<file path="src/rtl/loop_pkg.sv">
// Shared definitions for the loop-replay front-end controller.
// States, the branch opcode and the instruction size in bytes.
package loop_pkg;

    typedef enum logic [2:0] {
        ST_IDLE,
        ST_ARM,
        ST_CAPTURE,
        ST_REPLAY,
        ST_FLUSH
    } loop_state_t;

    localparam logic [6:0]  OPC_BRANCH  = 7'b1100011;
    localparam int unsigned INSTR_BYTES = 4;

endpackage

</file>
<file path="src/rtl/loop_buffer_mem.sv">
// Loop body storage: DEPTH x XLEN register file, one synchronous write port
// and one registered read port. Contents are not reset.
module loop_buffer_mem #(
    parameter int unsigned DEPTH = 16,
    parameter int unsigned XLEN  = 32,
    parameter int unsigned AW    = $clog2(DEPTH)
) (
    input  logic            clk,
    input  logic            we,
    input  logic [AW-1:0]   waddr,
    input  logic [XLEN-1:0] wdata,
    input  logic [AW-1:0]   raddr,
    output logic [XLEN-1:0] rdata
);

    logic [XLEN-1:0] mem [DEPTH];

    always_ff @(posedge clk) begin
        if (we) begin
            mem[waddr] <= wdata;
        end
        rdata <= mem[raddr];
    end

endmodule

</file>
<file path="src/rtl/loop_replay_ctrl.sv">
// Detects short backward-branch loops, captures the body into a local buffer
// and replays it to decode with fetch stalled until the closing branch exits.
import loop_pkg::*;

module loop_replay_ctrl #(
    parameter int unsigned DEPTH = 16,
    parameter int unsigned XLEN  = 32
) (
    input  logic            clk,
    input  logic            reset,
    input  logic            fetch_valid,
    input  logic [XLEN-1:0] fetch_pc,
    input  logic [XLEN-1:0] fetch_instr,
    input  logic [XLEN-1:0] fetch_imm,
    input  logic            mispredict,
    output logic            out_valid,
    output logic [XLEN-1:0] out_pc,
    output logic [XLEN-1:0] out_instr,
    output logic            block_fetch,
    output logic            flush,
    output logic [XLEN-1:0] new_pc
);

    localparam int unsigned AW = $clog2(DEPTH);

    loop_state_t     state_q, state_d;
    logic [XLEN-1:0] start_q, start_d, end_q, end_d, exp_q, exp_d;
    logic [AW-1:0]   len_m1_q, len_m1_d, rd_ptr_q, rd_ptr_d;
    logic            out_valid_q, out_valid_d, block_q, block_d, flush_q, flush_d;
    logic            src_buf_q, src_buf_d;
    logic [XLEN-1:0] out_pc_q, out_pc_d, out_instr_q, out_instr_d, new_pc_q, new_pc_d;

    logic            we;
    logic [AW-1:0]   waddr;
    logic [XLEN-1:0] rdata, neg_imm, offs, span;
    logic            detect;

    loop_buffer_mem #(.DEPTH(DEPTH), .XLEN(XLEN), .AW(AW)) u_buf (
        .clk   (clk),
        .we    (we),
        .waddr (waddr),
        .wdata (fetch_instr),
        .raddr (rd_ptr_q),
        .rdata (rdata)
    );

    always_comb begin
        neg_imm = -fetch_imm;
        offs    = fetch_pc - start_q;
        span    = end_q - start_q;
        waddr   = offs[AW+1:2];
        // len = (-imm >> 2) + 1 <= DEPTH, written as (-imm >> 2) < DEPTH
        detect  = fetch_valid && (fetch_instr[6:0] == OPC_BRANCH) &&
                  fetch_imm[XLEN-1] && (fetch_imm[1:0] == 2'b00) &&
                  ((neg_imm >> 2) < XLEN'(DEPTH));

        state_d     = state_q;
        start_d     = start_q;
        end_d       = end_q;
        len_m1_d    = len_m1_q;
        exp_d       = exp_q;
        rd_ptr_d    = rd_ptr_q;
        we          = 1'b0;
        out_valid_d = fetch_valid;
        out_pc_d    = fetch_pc;
        out_instr_d = fetch_instr;
        block_d     = 1'b0;
        flush_d     = 1'b0;
        new_pc_d    = '0;
        src_buf_d   = 1'b0;

        unique case (state_q)
            ST_IDLE: begin
                if (detect && !mispredict) begin
                    start_d  = fetch_pc + fetch_imm;
                    end_d    = fetch_pc;
                    len_m1_d = AW'(neg_imm >> 2);
                    state_d  = ST_ARM;
                end
            end
            ST_ARM: begin
                if (mispredict) begin
                    state_d = ST_IDLE;
                end else if (fetch_valid) begin
                    if (fetch_pc == start_q) begin
                        we      = 1'b1;
                        exp_d   = start_q + XLEN'(INSTR_BYTES);
                        state_d = ST_CAPTURE;
                    end else if (offs > span) begin
                        state_d = ST_IDLE;
                    end
                end
            end
            ST_CAPTURE: begin
                if (mispredict) begin
                    state_d = ST_IDLE;
                end else if (fetch_valid) begin
                    if (fetch_pc == exp_q) begin
                        we    = 1'b1;
                        exp_d = exp_q + XLEN'(INSTR_BYTES);
                        if (fetch_pc == end_q) begin
                            state_d  = ST_REPLAY;
                            block_d  = 1'b1;
                            rd_ptr_d = '0;
                        end
                    end else begin
                        state_d = ST_IDLE;
                    end
                end
            end
            ST_REPLAY: begin
                // Read address runs one cycle ahead; out_instr comes straight off the read port
                if (mispredict) begin
                    state_d     = ST_FLUSH;
                    out_valid_d = 1'b0;
                    flush_d     = 1'b1;
                    new_pc_d    = end_q + XLEN'(INSTR_BYTES);
                end else begin
                    out_valid_d = 1'b1;
                    out_pc_d    = start_q + XLEN'(rd_ptr_q) * XLEN'(INSTR_BYTES);
                    out_instr_d = '0;
                    src_buf_d   = 1'b1;
                    block_d     = 1'b1;
                    rd_ptr_d    = (rd_ptr_q == len_m1_q) ? '0 : rd_ptr_q + 1'b1;
                end
            end
            ST_FLUSH: begin
                out_valid_d = 1'b0;
                state_d     = ST_IDLE;
            end
            default: state_d = ST_IDLE;
        endcase
    end

    always_ff @(posedge clk or negedge reset) begin
        if (!reset) begin
            state_q     <= ST_IDLE;
            start_q     <= '0;
            end_q       <= '0;
            len_m1_q    <= '0;
            exp_q       <= '0;
            rd_ptr_q    <= '0;
            out_valid_q <= 1'b0;
            out_pc_q    <= '0;
            out_instr_q <= '0;
            block_q     <= 1'b0;
            flush_q     <= 1'b0;
            new_pc_q    <= '0;
            src_buf_q   <= 1'b0;
        end else begin
            state_q     <= state_d;
            start_q     <= start_d;
            end_q       <= end_d;
            len_m1_q    <= len_m1_d;
            exp_q       <= exp_d;
            rd_ptr_q    <= rd_ptr_d;
            out_valid_q <= out_valid_d;
            out_pc_q    <= out_pc_d;
            out_instr_q <= out_instr_d;
            block_q     <= block_d;
            flush_q     <= flush_d;
            new_pc_q    <= new_pc_d;
            src_buf_q   <= src_buf_d;
        end
    end

    assign out_valid   = out_valid_q;
    assign out_pc      = out_pc_q;
    assign out_instr   = src_buf_q ? rdata : out_instr_q;
    assign block_fetch = block_q;
    assign flush       = flush_q;
    assign new_pc      = new_pc_q;

endmodule

</file>
<file path="config.mk">
export PLATFORM = sky130hd
export DESIGN_NAME = loop_replay_ctrl
export DESIGN_NICKNAME = d
export VERILOG_FILES = /design/src/rtl/loop_pkg.sv /design/src/rtl/loop_buffer_mem.sv /design/src/rtl/loop_replay_ctrl.sv
export SDC_FILE = /design/constraint.sdc
export NUM_CORES = 1
export LEC_CHECK = 0
export BUFFER_PORTS_ARGS = -buffer_cell sky130_fd_sc_hd__buf_4
export CAP_MARGIN = 20
export CORE_AREA = 2 2 247 249
export DETAILED_ROUTE_END_ITERATION = 8
export DIE_AREA = 0 0 249 251
export HOLD_SLACK_MARGIN = 0.15
export PLACE_DENSITY = 0.8
export SYNTH_ARGS = -nofsm -noshare
export SYNTH_HDL_FRONTEND = slang
export SYNTH_SLANG_ARGS = --single-unit
</file>
<file path="constraint.sdc">
create_clock -name clk -period 6.3 [get_ports clk]
set_input_delay 0 -clock clk [delete_from_list [all_inputs] [get_ports clk]]
set_output_delay 0 -clock clk [all_outputs]
set_load 0.01 [all_outputs]
</file>
==> results of run 1 <==
## cell type report
| cell class | instances | area (µm²) | share of cell area (%) |
|---|---|---|---|
| Clock buffer | 104 | 2120 | 4.92 |
| Multi-Input combinational cell | 1801 | 15000 | 34.8 |
| Antenna cell | 5 | 12.5 | 0.0290 |
| Clock inverter | 41 | 445 | 1.03 |
| Tap cell | 782 | 978 | 2.27 |
| Timing Repair Buffer | 364 | 3060 | 7.11 |
| Inverter | 77 | 289 | 0.671 |
| Sequential cell | 751 | 21200 | 49.2 |
## stage by stage
step                std cells  hold slack [ns]  power, W  setup WS (ns)  instance area [µm²]
floorplan                2738           -0.296   0.00585           1.49                36800
global placement         3653            0.153   0.00616          0.898                39300
detailed placement       3653            0.172   0.00619          0.679                39300
CTS                      3920            0.152    0.0108          0.635                43100
global route             3924            0.189    0.0111       0.000498                43100
finish                   3925            0.171    0.0108          0.457                43100
## cells in the final DEF (no fill, tap or decap), drive strengths merged, types with 15 or more instances in the layout
| master | netlist | routed |
|---|---|---|
| a21o | 49 | 49 |
| a21oi | 155 | 155 |
| a31oi | 20 | 20 |
| and2 | 37 | 37 |
| and3 | 28 | 28 |
| buf | 27 | 243 |
| clkbuf | 82 | 104 |
| clkinv | 1 | 31 |
| dfrtp | 207 | 207 |
| dfxtp | 32 | 32 |
| dlygate4sd3 | 0 | 121 |
| edfxtp | 512 | 512 |
| ha | 132 | 132 |
| inv | 76 | 80 |
| mux2 | 71 | 71 |
| mux2i | 26 | 26 |
| mux4 | 160 | 160 |
| nand2 | 191 | 191 |
| nand2b | 19 | 19 |
| nand3 | 58 | 58 |
| nand4 | 43 | 43 |
| nor2 | 166 | 166 |
| nor2b | 15 | 15 |
| nor3 | 48 | 48 |
| nor4 | 28 | 28 |
| o21a | 16 | 16 |
| o21ai | 153 | 153 |
| or3 | 22 | 22 |
| xnor2 | 96 | 96 |
| xor2 | 111 | 111 |
## logic make-up (layout without fill, tap and decap cells)
family                   count (synthesis)  in the layout
flip-flops                             751            751
AND/OR/NAND/NOR                        706            706
AO/OA/AOI/OAI                          495            495
multiplexers                           257            257
XOR/XNOR                               207            207
buffers and inverters                  186            586
adder cells (fa/ha/maj)                136            136
other                                    0              5
## power by group through the flow
stage,logic (W),clock network [W],registers [W]
after floorplan,0.000425,0,0.00543
after global placement,0.000738,0,0.00542
after detailed placement,0.000760,0,0.00543
after CTS,0.000850,0.00462,0.00533
after global routing,0.000926,0.00480,0.00533
final,0.000864,0.00459,0.00533
## what timing repair did
| item | in CTS | in global routing |
|---|---|---|
| hold buffers | 122 | 0 |
| hold endpoints to repair | 767 | 0 |
| buffers inserted | 0 | 0 |
## state kept, by name (all words and copies together) (netlist names)
| register | count |
|---|---|
| new_pc | 32 |
| rd_ptr_q | 4 |
| end_q | 32 |
| out_pc | 32 |
| start_q | 32 |
| exp_q | 32 |
| src_buf_q | 1 |
| block_fetch | 1 |
| u_buf.rdata | 32 |
| flush | 1 |
| len_m1_q | 4 |
| state_q | 3 |
| out_instr_q | 32 |
| out_valid | 1 |
| u_buf.mem | 512 |
## critical path: cells and delay by family, from the launching register on
kind	cells	cell delay (ns)
DFF	1	0.48
adders and majority gates	2	0.74
muxes	1	0.36
and+or+nand+nor	4	0.92
buffers and inverters	1	0.20
AOI/OAI and AO/OA	11	3.02
## metal layers
metal	part of all wire (%)	global-route usage (%)	wire, µm	vias up
li1	-	-	-	11118
met1	36	41.7	38800	12618
met2	51	60.0	54500	1446
met3	7.5	5.47	8010	362
met4	5.6	18.5	5980	10
met5	0.054	0	58	-
## how the worst max path moves through the flow
stage | start | end | cells after the start
2_1_floorplan | start_q[13]$_DFFE_PN0P_ | state_q[1]$_DFFE_PN0P_ | 20
4_1_cts | end_q[0]$_DFFE_PN0P_ | state_q[1]$_DFFE_PN0P_ | 21
3_5_place_dp | end_q[0]$_DFFE_PN0P_ | state_q[1]$_DFFE_PN0P_ | 21
6_report | start_q[13]$_DFFE_PN0P_ | state_q[1]$_DFFE_PN0P_ | 19
5_1_grt | start_q[13]$_DFFE_PN0P_ | state_q[1]$_DFFE_PN0P_ | 19
3_3_place_gp | end_q[0]$_DFFE_PN0P_ | state_q[1]$_DFFE_PN0P_ | 21
==> results.sh, run 1 <==
export IMPL_drt_total_wl_mm=107
export IMPL_grt_max_degree=88
export IMPL_synth_top_area_share_pct=41.8
export IMPL_avgSynthCellArea_um2=13.4
export IMPL_reg2regPathDepth=19
export IMPL_min_delay_worst_endpoint="u_buf.mem[7][17]$_DFFE_PP_"
export IMPL_r2r_slack_ns=0.46
export IMPL_synth_top_family_by_area="multiplexers"
export IMPL_cts_tree="done"
export IMPL_worst_slew_pin_slew_ns=1.08
export IMPL_port_buffer_count=198
export IMPL_critPathLaunchType="flop"
export IMPL_num_nets_final=3309
export IMPL_slowest_stage="a2111oi_0"
export IMPL_worst_skew_pair_late_latency_ns=0.68
export IMPL_yosys_top_cells_area="edfxtp_1 42%, dfrtp_1 14%, mux4_2 9.8%, ha_1 4.5%, xor2_1 2.6%"
export IMPL_synthFlopType="edfxtp_1"
export IMPL_layout_drive_gt1_share_pct=20.4
export IMPL_synth_common_cells="512 x edfxtp_1, 207 x dfrtp_1, 191 x nand2_1"
export IMPL_viasPerCell=6.51
export IMPL_die_y_um=251
export IMPL_vias=25554
export IMPL_reg2reg_to="state_q[1]$_DFFE_PN0P_"
export IMPL_worstPathMaxFanout=8
export IMPL_synth_most_common_cell="edfxtp_1"
export IMPL_power_leakage_nw=16.5
export IMPL_hold_violations=0
export IMPL_cts_sinks=751
export IMPL_cpMostUsedCell="o21ai_0"
export IMPL_clkTransAtPathRegs_ns=0.07
export IMPL_path_cells="inv_1 -> ha_1 -> a2111oi_0 -> o21ai_0 -> a41o_1 -> a221oi_1 -> a21oi_1 -> o21ai_0 -> a211o_1 -> nor4b_1 -> a311oi_1 -> ha_1 -> and4_1 -> nand3_1 -> nor4_1 -> a221o_1 -> o21ai_0 -> a31oi_1 -> mux2_2"
export IMPL_synth_edf_count=512
export IMPL_place_gp_congestion=0.949
export IMPL_outcome="complete, no violations"
export IMPL_core_um2=59800
export IMPL_grt_ovfl_total=0
export IMPL_rsz0062_at_grt="false"
export IMPL_ys_types=81
export IMPL_hold_class="input port to flop"
export IMPL_holdCritStartpoint="fetch_instr[17]"
export IMPL_yosys_area_share_simple_pct=9.56
export IMPL_first_global_vias=26054
export IMPL_initial_core_util_pct=61.5
export IMPL_setup_tns_ns=0
export IMPL_p_sw_w=0.00255
export IMPL_final_fill_count=3718
export IMPL_boundaryPins=199
export IMPL_r2r_start="start_q[13]$_DFFE_PN0P_"
export IMPL_synth_area_um2=36800
export IMPL_ys_seq_area_share_pct=57.6
export IMPL_cts_htree_levels=3
export IMPL_cts_buffers_inserted=78
export IMPL_antenna_found_initial=9
export IMPL_synth_seq_cells=751
export IMPL_wl_per_cell_um=27.4
export IMPL_cts_resized=0
export IMPL_hold_depth=2
export IMPL_min_period_ns=5.84
export IMPL_worstSetupEndpointType="flop"
export IMPL_min_period_over_period_pct=92.7
export IMPL_grt_use_total_pct=34.5
export IMPL_pwr_share_clk_pct=42.6
export IMPL_post_route_util_pct=72.1
export IMPL_synth_largest_area_cell="edfxtp_1"
export IMPL_drv_slew=0
export IMPL_die_area_um2=62500
export IMPL_max_freq_ghz=0.171
export IMPL_synth_compound_area_share_pct=8.21
export IMPL_vdd_drop_max_v=0.000313
export IMPL_critical_path_max_stage_delay_ns=0.51
export IMPL_rows=90
export IMPL_area_growth_syn_to_layout_pct=17.2
export IMPL_root_buffer="clkbuf_16"
export IMPL_pwr_share_seq_pct=49.4
export IMPL_final_antenna_net_count=0
export IMPL_power_frac_comb_pct=8.0
export IMPL_p_int_w=0.00823
export IMPL_synth_warnings=0
export IMPL_clockBufferDepth=3
export IMPL_synthAdderAreaFrac_pct=4.71
export IMPL_power_switching_fraction_pct=23.7
export IMPL_grt_pass1_wl_mm=159
export IMPL_criticalPathCategory="flop to flop"
export IMPL_synthXorXnorAreaFrac_pct=4.93
export IMPL_arrival_ns=6.35
export IMPL_synthMuxAreaShare_pct=13.0
export IMPL_synth_fp_nets=2974
export IMPL_clock_skew_ns=0.0656
export IMPL_required_ns=6.81
export IMPL_ys_async_sr_fraction_pct=27.6
export IMPL_power_density_nw_per_um2=250
export IMPL_cap_violations=0
export IMPL_netlist_instances=2738
export IMPL_drc=0
export IMPL_die_w_um=249
export IMPL_dr_pass1_iters=6
export IMPL_setup_viol=0
export IMPL_maxSlewHeadroom_pct=27.5
export IMPL_drt_iter0_markers=2272
export IMPL_post_dp_hpwl_mm=66.6
(Power assumes the default switching activity.)
==> run 2: changes to the inputs <==
CORE_AREA = 2 2 395 240   (was 2 2 247 249)
DIE_AREA = 0 0 397 242   (was 0 0 249 251)
PLACE_DENSITY = not set   (was 0.8)
==> results.sh, run 2 (same netlist as run 1, synthesis figures left out) <==
export IMPL_min_period_ns=5.85
export IMPL_post_dp_hpwl_mm=73.9
export IMPL_dr_pass1_iters=6
export IMPL_required_ns=6.84
export IMPL_cts_htree_levels=3
export IMPL_cts_sinks=751
export IMPL_clkTransAtPathRegs_ns=0.06
export IMPL_max_freq_ghz=0.171
export IMPL_vias=25009
export IMPL_final_area_um2=43900
export IMPL_drt_iter0_markers=2203
export IMPL_wl_per_cell_um=25.3
export IMPL_worstSetupEndpointType="flop"
export IMPL_final_fill_count=8058
export IMPL_first_global_vias=24539
export IMPL_worst_skew_pair_late_latency_ns=0.68
export IMPL_maxSlewHeadroom_pct=32.3
export IMPL_initial_core_util_pct=39.6
export IMPL_rsz0062_at_grt="false"
export IMPL_setup_viol=0
export IMPL_grt_pass1_wl_mm=163
export IMPL_worst_slew_pin_slew_ns=1.00
export IMPL_worstPathMaxFanout=8
export IMPL_vdd_drop_max_v=0.000194
export IMPL_post_cts_buffers=0
export IMPL_drt_total_wl_mm=111
export IMPL_final_antenna_net_count=0
export IMPL_antenna_found_initial=5
export IMPL_boundaryPins=199
export IMPL_criticalPathCategory="flop to flop"
export IMPL_min_period_over_period_pct=92.9
export IMPL_setup_tns_ns=0
export IMPL_arrival_ns=6.39
export IMPL_die_w_um=397
export IMPL_clock_skew_ns=0.0310
export IMPL_drc=0
export IMPL_cts_tree="done"
export IMPL_power_density_nw_per_um2=248
export IMPL_grt_ovfl_total=0
export IMPL_layout_drive_gt1_share_pct=20.6
export IMPL_power_leakage_nw=16.6
export IMPL_num_nets_final=3321
export IMPL_cts_buffers_inserted=75
export IMPL_dpl_instance_area_um2=39800
export IMPL_clockBufferDepth=3
export IMPL_root_buffer="clkbuf_16"
export IMPL_largest_reg_flops=512
export IMPL_cap_violations=0
export IMPL_core_um2=92900
export IMPL_area_growth_syn_to_layout_pct=19.5
export IMPL_hold_class="input port to flop"
export IMPL_drv_slew=0
export IMPL_die_y_um=242
export IMPL_rows=87
export IMPL_final_common_cell="edfxtp_1"
export IMPL_die_area_um2=96100
export IMPL_regMostFlops="u_buf.mem"
export IMPL_place_gp_congestion=0.918
export IMPL_port_buffer_count=198
export IMPL_hold_violations=0
export IMPL_grt_use_total_pct=23.0
export IMPL_final_cell_mix="512 x edfxtp_1, 233 x buf_4, 202 x dfrtp_1, 191 x nand2_1, 160 x mux4_2"
export IMPL_viasPerCell=5.69
export IMPL_grt_max_degree=83
export IMPL_outcome="complete, no violations"
export IMPL_critPathLaunchType="flop"
run 2: changes by cell type in the layout (fill, tap and decap cells not counted), sizes merged:
cell | before | now
buf | 243 | 239
clkbuf | 104 | 89
diode | 5 | 2
clkinvlp | 4 | 6
inv | 80 | 82
dlygate4sd3 | 121 | 140
bufinv | 3 | 8
run 2: final timing paths:
path	start	endpoint	slack [ns]	depth (start not counted)
hold reg to reg	len_m1_q[0]$_DFFE_PN0P_	len_m1_q[0]$_DFFE_PN0P_	0.51	2
hold / removal	fetch_instr[25]	u_buf.mem[13][25]$_DFFE_PP_	0.19	2
min in group asynchronous	reset	out_instr_q[20]$_DFF_PN0_	0.56	4
setup / recovery	start_q[13]$_DFFE_PN0P_	state_q[1]$_DFFE_PN0P_	0.45	19
setup reg to reg	start_q[13]$_DFFE_PN0P_	state_q[1]$_DFFE_PN0P_	0.45	19
max in group asynchronous	reset	out_pc[29]$_DFF_PN0_	4.84	4
run 2: layer usage:
metal / vias up / part of all wire [%] / GRT usage, %
met5: - / 0.012 / 0
met3: 125 / 8.1 / 5.08
met2: 1019 / 42 / 32.2
li1: 11141 / - / -
met1: 12722 / 48 / 36.4
met4: 2 / 1.6 / 4.48
run 2: power by group:
part | switching [W] | total [W] | internal (W)
sequential | 0.0000167 | 0.00533 | 0.00531
combinational | 0.000500 | 0.000896 | 0.000396
clock | 0.00204 | 0.00470 | 0.00266
run 2: through the flow:
stage	setup WS [ns]	hold WS [ns]	util, %	total power (W)	std cells
floorplan	1.49	-0.296	-	0.00585	2738
global placement	0.428	0.0913	42.9	0.00619	4111
detailed placement	0.315	0.0943	42.9	0.00621	4111
CTS	0.302	0.150	47.3	0.0110	4391
global route	0.0214	0.166	47.3	0.0113	4395
finish	0.449	0.187	47.3	0.0109	4395
run 2: timing repair:
item	in CTS	in global routing
setup endpoints to repair	0	2
resized for setup	0	2
endpoints found under the hold margin	767	0
hold buffers	141	0
run 2: layout make-up:
type / instances / area (µm²) / share of cell area, %
Sequential cell: 751 / 21200 / 48.3
Multi-Input combinational cell: 1801 / 15000 / 34.1
Timing Repair Buffer: 379 / 3290 / 7.48
Clock buffer: 89 / 2010 / 4.57
Tap cell: 1246 / 1560 / 3.55
Clock inverter: 50 / 593 / 1.35
Inverter: 77 / 289 / 0.658
Antenna cell: 2 / 5.00 / 0.0114
run 2: worst max-delay path, stage by stage (launching register included):
cell,delay [ns]
dfrtp_1,0.47
inv_1,0.23
ha_1,0.45
a2111oi_1,0.52
o21ai_0,0.19
a41o_1,0.28
a221oi_1,0.40
a21oi_1,0.16
o21ai_1,0.31
a211o_1,0.22
nand2b_1,0.09
a311oi_1,0.46
ha_1,0.21
and4_1,0.18
nand3_1,0.11
nor4_1,0.39
a221o_1,0.20
o21ai_0,0.19
a31oi_1,0.30
mux2_2,0.36
